### src/rtl/mmu_pkg.sv
// mmu_pkg: shared MMU types and width constants.
//   ptw_arb_state_t : page-table-walker arbiter FSM states
//   MMU_PTW_NUM_REQ : default number of PTW requesters (iTLB + dTLB)
//   VPN_W / PTE_RSP_W : walk request (VPN) and response (PTE + fault) widths
package mmu_pkg;
  localparam int MMU_PTW_NUM_REQ = 2;
  localparam int VPN_W           = 27;
  localparam int PTE_RSP_W       = 64;

  typedef enum logic [1:0] {
    IDLE  = 2'd0,
    ISSUE = 2'd1,
    WAIT  = 2'd2
  } ptw_arb_state_t;
endpackage

### src/rtl/rr_arbiter.sv
// rr_arbiter: combinational cyclic-priority picker.
//   eligible : request vector
//   rr_ptr   : highest-priority index this cycle
//   gnt_oh   : one-hot grant
//   gnt_idx  : binary index of the grant
//   gnt_vld  : any eligible bit set
//   conflict : grant made while more than one requester was eligible
// The wrap is an explicit compare against NUM_REQ, so any NUM_REQ works.
module rr_arbiter #(
  parameter  int NUM_REQ = 2,
  localparam int IDX_W   = $clog2(NUM_REQ)
) (
  input  logic [NUM_REQ-1:0] eligible,
  input  logic [IDX_W-1:0]   rr_ptr,
  output logic [NUM_REQ-1:0] gnt_oh,
  output logic [IDX_W-1:0]   gnt_idx,
  output logic               gnt_vld,
  output logic               conflict
);
  int idx;

  always_comb begin
    gnt_oh  = '0;
    gnt_idx = '0;
    gnt_vld = 1'b0;
    idx     = 0;
    for (int k = 0; k < NUM_REQ; k++) begin
      idx = int'(rr_ptr) + k;
      if (idx >= NUM_REQ) idx = idx - NUM_REQ;
      if (!gnt_vld && eligible[idx]) begin
        gnt_vld     = 1'b1;
        gnt_idx     = IDX_W'(idx);
        gnt_oh[idx] = 1'b1;
      end
    end
  end

  // more than one bit set <=> clearing the lowest set bit leaves something
  assign conflict = gnt_vld && (|(eligible & (eligible - NUM_REQ'(1))));
endmodule

### src/rtl/mmu_ptw_arbiter.sv
// mmu_ptw_arbiter: N-requester front end to the single page table walker.
// Round-robin grant in IDLE, one walk outstanding, per-requester flush kills
// the walk owned by that requester (its response is dropped).
//   req_valid_i/req_data_i/req_ready_o : TLB walk requests (ready one-hot)
//   flush_i                            : per-requester kill
//   rsp_valid_o/rsp_data_o             : registered response, data broadcast
//   ptw_req_*/ptw_rsp_*                : single PTW port
//   busy_o                             : walk in progress
//   pmu_arb_conflict_o                 : grant with competing requesters
module mmu_ptw_arbiter
  import mmu_pkg::*;
#(
  parameter  int NUM_REQ = MMU_PTW_NUM_REQ,
  parameter  int REQ_W   = VPN_W,
  parameter  int RSP_W   = PTE_RSP_W,
  localparam int IDX_W   = $clog2(NUM_REQ)
) (
  input  logic                     clk_i,
  input  logic                     rstn_i,
  input  logic [NUM_REQ-1:0]       req_valid_i,
  input  logic [NUM_REQ*REQ_W-1:0] req_data_i,
  output logic [NUM_REQ-1:0]       req_ready_o,
  input  logic [NUM_REQ-1:0]       flush_i,
  output logic [NUM_REQ-1:0]       rsp_valid_o,
  output logic [RSP_W-1:0]         rsp_data_o,
  output logic                     ptw_req_valid_o,
  input  logic                     ptw_req_ready_i,
  output logic [REQ_W-1:0]         ptw_req_data_o,
  input  logic                     ptw_rsp_valid_i,
  input  logic [RSP_W-1:0]         ptw_rsp_data_i,
  output logic                     busy_o,
  output logic                     pmu_arb_conflict_o
);
  ptw_arb_state_t state_q, state_d;
  logic [IDX_W-1:0]              rr_ptr_q, gnt_idx_q;
  logic                          kill_q;
  logic [NUM_REQ-1:0][REQ_W-1:0] req_data;
  logic [NUM_REQ-1:0]            eligible, gnt_oh;
  logic [IDX_W-1:0]              gnt_idx;
  logic                          gnt_vld, arb_conflict, flush_gnt, accept;

  assign req_data  = req_data_i;
  assign eligible  = req_valid_i & ~flush_i;
  assign flush_gnt = flush_i[gnt_idx_q];

  rr_arbiter #(.NUM_REQ(NUM_REQ)) u_arb (
    .eligible (eligible),
    .rr_ptr   (rr_ptr_q),
    .gnt_oh   (gnt_oh),
    .gnt_idx  (gnt_idx),
    .gnt_vld  (gnt_vld),
    .conflict (arb_conflict)
  );

  // Grant is suppressed while reset is asserted so no requester sees a
  // handshake that the registers are about to discard.
  assign accept = (state_q == IDLE) && rstn_i && gnt_vld;

  always_ff @(posedge clk_i) begin
    if (!rstn_i) state_q <= IDLE;
    else         state_q <= state_d;
  end

  always_comb begin
    state_d            = state_q;
    req_ready_o        = '0;
    pmu_arb_conflict_o = 1'b0;
    ptw_req_valid_o    = 1'b0;
    busy_o             = (state_q != IDLE);
    case (state_q)
      IDLE: begin
        req_ready_o        = accept ? gnt_oh : '0;
        pmu_arb_conflict_o = accept && arb_conflict;
        if (gnt_vld) state_d = ISSUE;
      end
      ISSUE: begin
        ptw_req_valid_o = 1'b1;
        // a flush racing the handshake still lets the walk go; WAIT drops it
        if (ptw_req_ready_i) state_d = WAIT;
        else if (flush_gnt)  state_d = IDLE;
      end
      WAIT: if (ptw_rsp_valid_i) state_d = IDLE;
      default: state_d = IDLE;
    endcase
  end

  always_ff @(posedge clk_i) begin
    if (!rstn_i) begin
      rr_ptr_q       <= '0;
      gnt_idx_q      <= '0;
      kill_q         <= 1'b0;
      ptw_req_data_o <= '0;
      rsp_data_o     <= '0;
      rsp_valid_o    <= '0;
    end else begin
      rsp_valid_o <= '0;
      case (state_q)
        IDLE: if (gnt_vld) begin
          gnt_idx_q      <= gnt_idx;
          ptw_req_data_o <= req_data[gnt_idx];
          rr_ptr_q       <= (gnt_idx == IDX_W'(NUM_REQ-1)) ? '0 : gnt_idx + IDX_W'(1);
        end
        ISSUE: if (ptw_req_ready_i) kill_q <= flush_gnt;
        WAIT: begin
          if (ptw_rsp_valid_i) begin
            rsp_data_o             <= ptw_rsp_data_i;
            rsp_valid_o[gnt_idx_q] <= ~(kill_q | flush_gnt);
            kill_q                 <= 1'b0;
          end else begin
            kill_q <= kill_q | flush_gnt;
          end
        end
        default: ;
      endcase
    end
  end
endmodule

### config.mk
export PLATFORM = sky130hd
export DESIGN_NAME = mmu_ptw_arbiter
export DESIGN_NICKNAME = d
export VERILOG_FILES = /design/src/rtl/mmu_pkg.sv /design/src/rtl/rr_arbiter.sv /design/src/rtl/mmu_ptw_arbiter.sv
export SDC_FILE = /design/constraint.sdc
export NUM_CORES = 1
export LEC_CHECK = 0
export BUFFER_PORTS_ARGS = -buffer_cell sky130_fd_sc_hd__buf_2
export CAP_MARGIN = 20
export CORE_UTILIZATION = 39
export DETAILED_ROUTE_END_ITERATION = 7
export PLACE_DENSITY = 0.72
export SYNTH_ARGS = -nofsm -noshare
export SYNTH_HDL_FRONTEND = slang
export SYNTH_SLANG_ARGS = --single-unit
### constraint.sdc
create_clock -name clk_i -period 2.2 [get_ports clk_i]
set_input_delay 0.22 -clock clk_i [delete_from_list [all_inputs] [get_ports clk_i]]
set_output_delay 0.22 -clock clk_i [all_outputs]
set_load 0.03 [all_outputs]
==> results.cfg <==
[status]
status = complete, but fails checks
violations = design-rule violations

[grt]
track_usage_pct = 19.83
antenna_found_initial = 0
gr-total-overflow = 0
grt_pass1_wl_um = 15610
grt_max_degree = 67
grt_pass1_vias = 3354

[drt]
postRouteAntennaNets = 0
wl_per_cell_um = 13.30
drt-total-wl_um = 9746
viasPerCell = 4.947
drt_pre_antenna_iters = 6
drcViolationCount = 14
vias = 3626
drt_iter0_markers = 105

[final_layout]
syn_to_final_growth_pct = 38.30
n_antenna_cell = 0
nNetsFinal = 746
layout-drive-gt1-share_pct = 41.12
fin_area_um2 = 4997

[clocking]
clkLatencyLatePin_ns = 0.35
post-cts-setup-buffer-count = 0
ctsResizeCount = 0
cts_tree = done
ctsHoldBuffers = 0
cts_made_buffers = 9
clock_path_buffers = 2
clock_sinks = 98
clkTransAtPathRegs_ns = 0.09
clock-root-buffer = clkbuf_8
htreeDepth = 3

[timing]
max-slew-margin-rel_pct = 54.61
skew_ns = 0.01411
min_period_ns = 1.766
clock.fmax_mhz = 566.2
hold_viol = 0
maxSlewViolCount = 0
rsz0062_at_grt = no
post-route-period-util_pct = 80.28
setup-tns-final_ns = 0
worst_pin_slew_ns = 0.6809
final-setup-viol-count = 0
hold-worst-slack_ns = 0.08030
worst_slack_ns = 0.4339

[critical_path]
rr_startpoint = state_q[0]$_SDFFE_PN0P_
worstReg2RegEnd = rsp_valid_o[1]$_SDFF_PN0_
cp_slowest_cell = dfxtp_1
r2r_cells = 4
critical_path.startpoint = state_q[1]$_SDFFE_PN0P_
worstSetupStartpointType = flip-flop
cp_top_family = buffers and inverters
arrival_ns = 1.55
critPathMaxFanout = 4
cp_slowest_stage_delay_ns = 0.34
end_kind = output pin
crit_buf_inv = 2
critPathRequiredTime_ns = 1.98
rrSetupSlack_ns = 0.66
crit_type = flip-flop to output pin
timing.critical_path.cells = nor2_2 > inv_2 > a2111oi_4 > buf_2

[power_and_ir_drop]
ir_drop_mv = 0.4744
power_density_nw_per_um2 = 723.9
p_leak_nw = 2.448
total_power_mw = 3.617

[placed_design]
gp_congestion = 0.8104
dpl-instance-area_um2 = 4780
dp_hpwl_um = 6998
port_buffers = 223
pre_cts_ws_ns = 0.6043

[floorplanning]
fp.dieArea_um2 = 9654
dieWidth_um = 98.26
row_count = 34
core_area_um2 = 8848
initial_core_util_pct = 40.84
die_h_um = 98.26
ios = 224

[synthesis]
mappedNetlistArea_um2 = 3613
synth_area_per_cell_um2 = 8.835
yosys_warnings = 0
yosysSeqAreaShare_pct = 54.29
synthCells = 409
synth_fp_nets = 535
ys_ff_latch = 98
synth_cell_types = 30

[min_path]
hp-class = input pin to flip-flop
min_path_cells = 2
hp-start = flush_i[1]
min_to = rsp_valid_o[1]$_SDFF_PN0_

[job]
maxCapViolCount = 0
[cell usage in the layout (no fill, tap or decap), types with 6 or more instances in the layout]
cell type and count:
buf_2 223, nand2_1 129, dfxtp_1 98, a21oi_1 68, and3_1 28, a221o_1 27, clkbuf_8 9, buf_4 6
[registers in the layout, indices dropped and copies added, names as in the netlist]
name / count
rsp_data_o: 64
ptw_req_data_o: 27
rsp_valid_o: 2
state_q: 2
gnt_idx_q: 1
kill_q: 1
rr_ptr_q: 1
[final cells by class]
cell class / instances / area, um2
Clock buffer: 11 / 131.4
Clock inverter: 5 / 86.33
Sequential cell: 98 / 1962
Timing Repair Buffer: 231 / 1201
Multi-Input combinational cell: 276 / 1466
Tap cell: 108 / 135.1
Inverter: 4 / 15.01
Fill cell: 831 / 3851
[metal layers]
metal  vias up  track usage, %  routed length [um]
li1       1813               -                   -
met1      1679           24.90                4148
met2       127           33.75                4865
met3         7           4.581                 676
met4         0           6.200                  55
met5         -               0                   0
[synthesized netlist by cell type, drive strengths merged]
| cell | n | area share, % |
|---|---|---|
| buf | 20 | 3.7 |
| and2 | 2 | 0.35 |
| clkbuf | 11 | 1.1 |
| o21ai | 3 | 0.52 |
| and2b | 1 | 0.21 |
| a21oi | 69 | 9.7 |
| or3b | 1 | 0.24 |
| or2 | 1 | 0.17 |
| nor2b | 2 | 0.55 |
| inv | 4 | 0.42 |
| a2111oi | 1 | 0.76 |
| nor2 | 2 | 0.35 |
| a221o | 27 | 7.5 |
| nand2b | 2 | 0.35 |
| nor3 | 2 | 0.28 |
| nand3b | 1 | 0.21 |
| or3 | 1 | 0.17 |
| nand3 | 1 | 0.14 |
| nand2 | 129 | 13 |
| nor3b | 1 | 0.21 |
| dfxtp | 98 | 54 |
| and3 | 28 | 4.8 |
| mux2 | 1 | 0.31 |
| a31o | 1 | 0.24 |
[report_power, final]
group          switching, mW  internal, mW
logic                  0.295         0.196
clock network          0.609         0.651
registers             0.0311          1.84
[cell families after synthesis]
group	after synthesis	share of synthesized area [%]
buf+inv	35	5.263
mux	1	0.3116
simple gates	174	21.47
flops	98	54.29
compound gates	101	18.66
[how the worst max path moves through the flow]
stage / cells after the start / slack [ns] / endpoint
after floorplan: 3 / 0.68 / state_q[0]$_SDFFE_PN0P_
after global placement: 4 / 0.63 / req_ready_o[1]
after detailed placement: 5 / 0.60 / ptw_req_data_o[22]$_SDFFE_PN0P_
after CTS: 4 / 0.41 / req_ready_o[1]
after global routing: 4 / 0.33 / req_ready_o[1]
final: 4 / 0.43 / req_ready_o[1]
[metrics by stage]
step / std cells / utilization [%]
floorplan: 409 / -
global placement: 717 / 54.02
detailed placement: 717 / 54.02
CTS: 733 / 56.48
global route: 733 / 56.48
finish: 733 / 56.48
No activity file was read; power rests on OpenSTA's default activity.
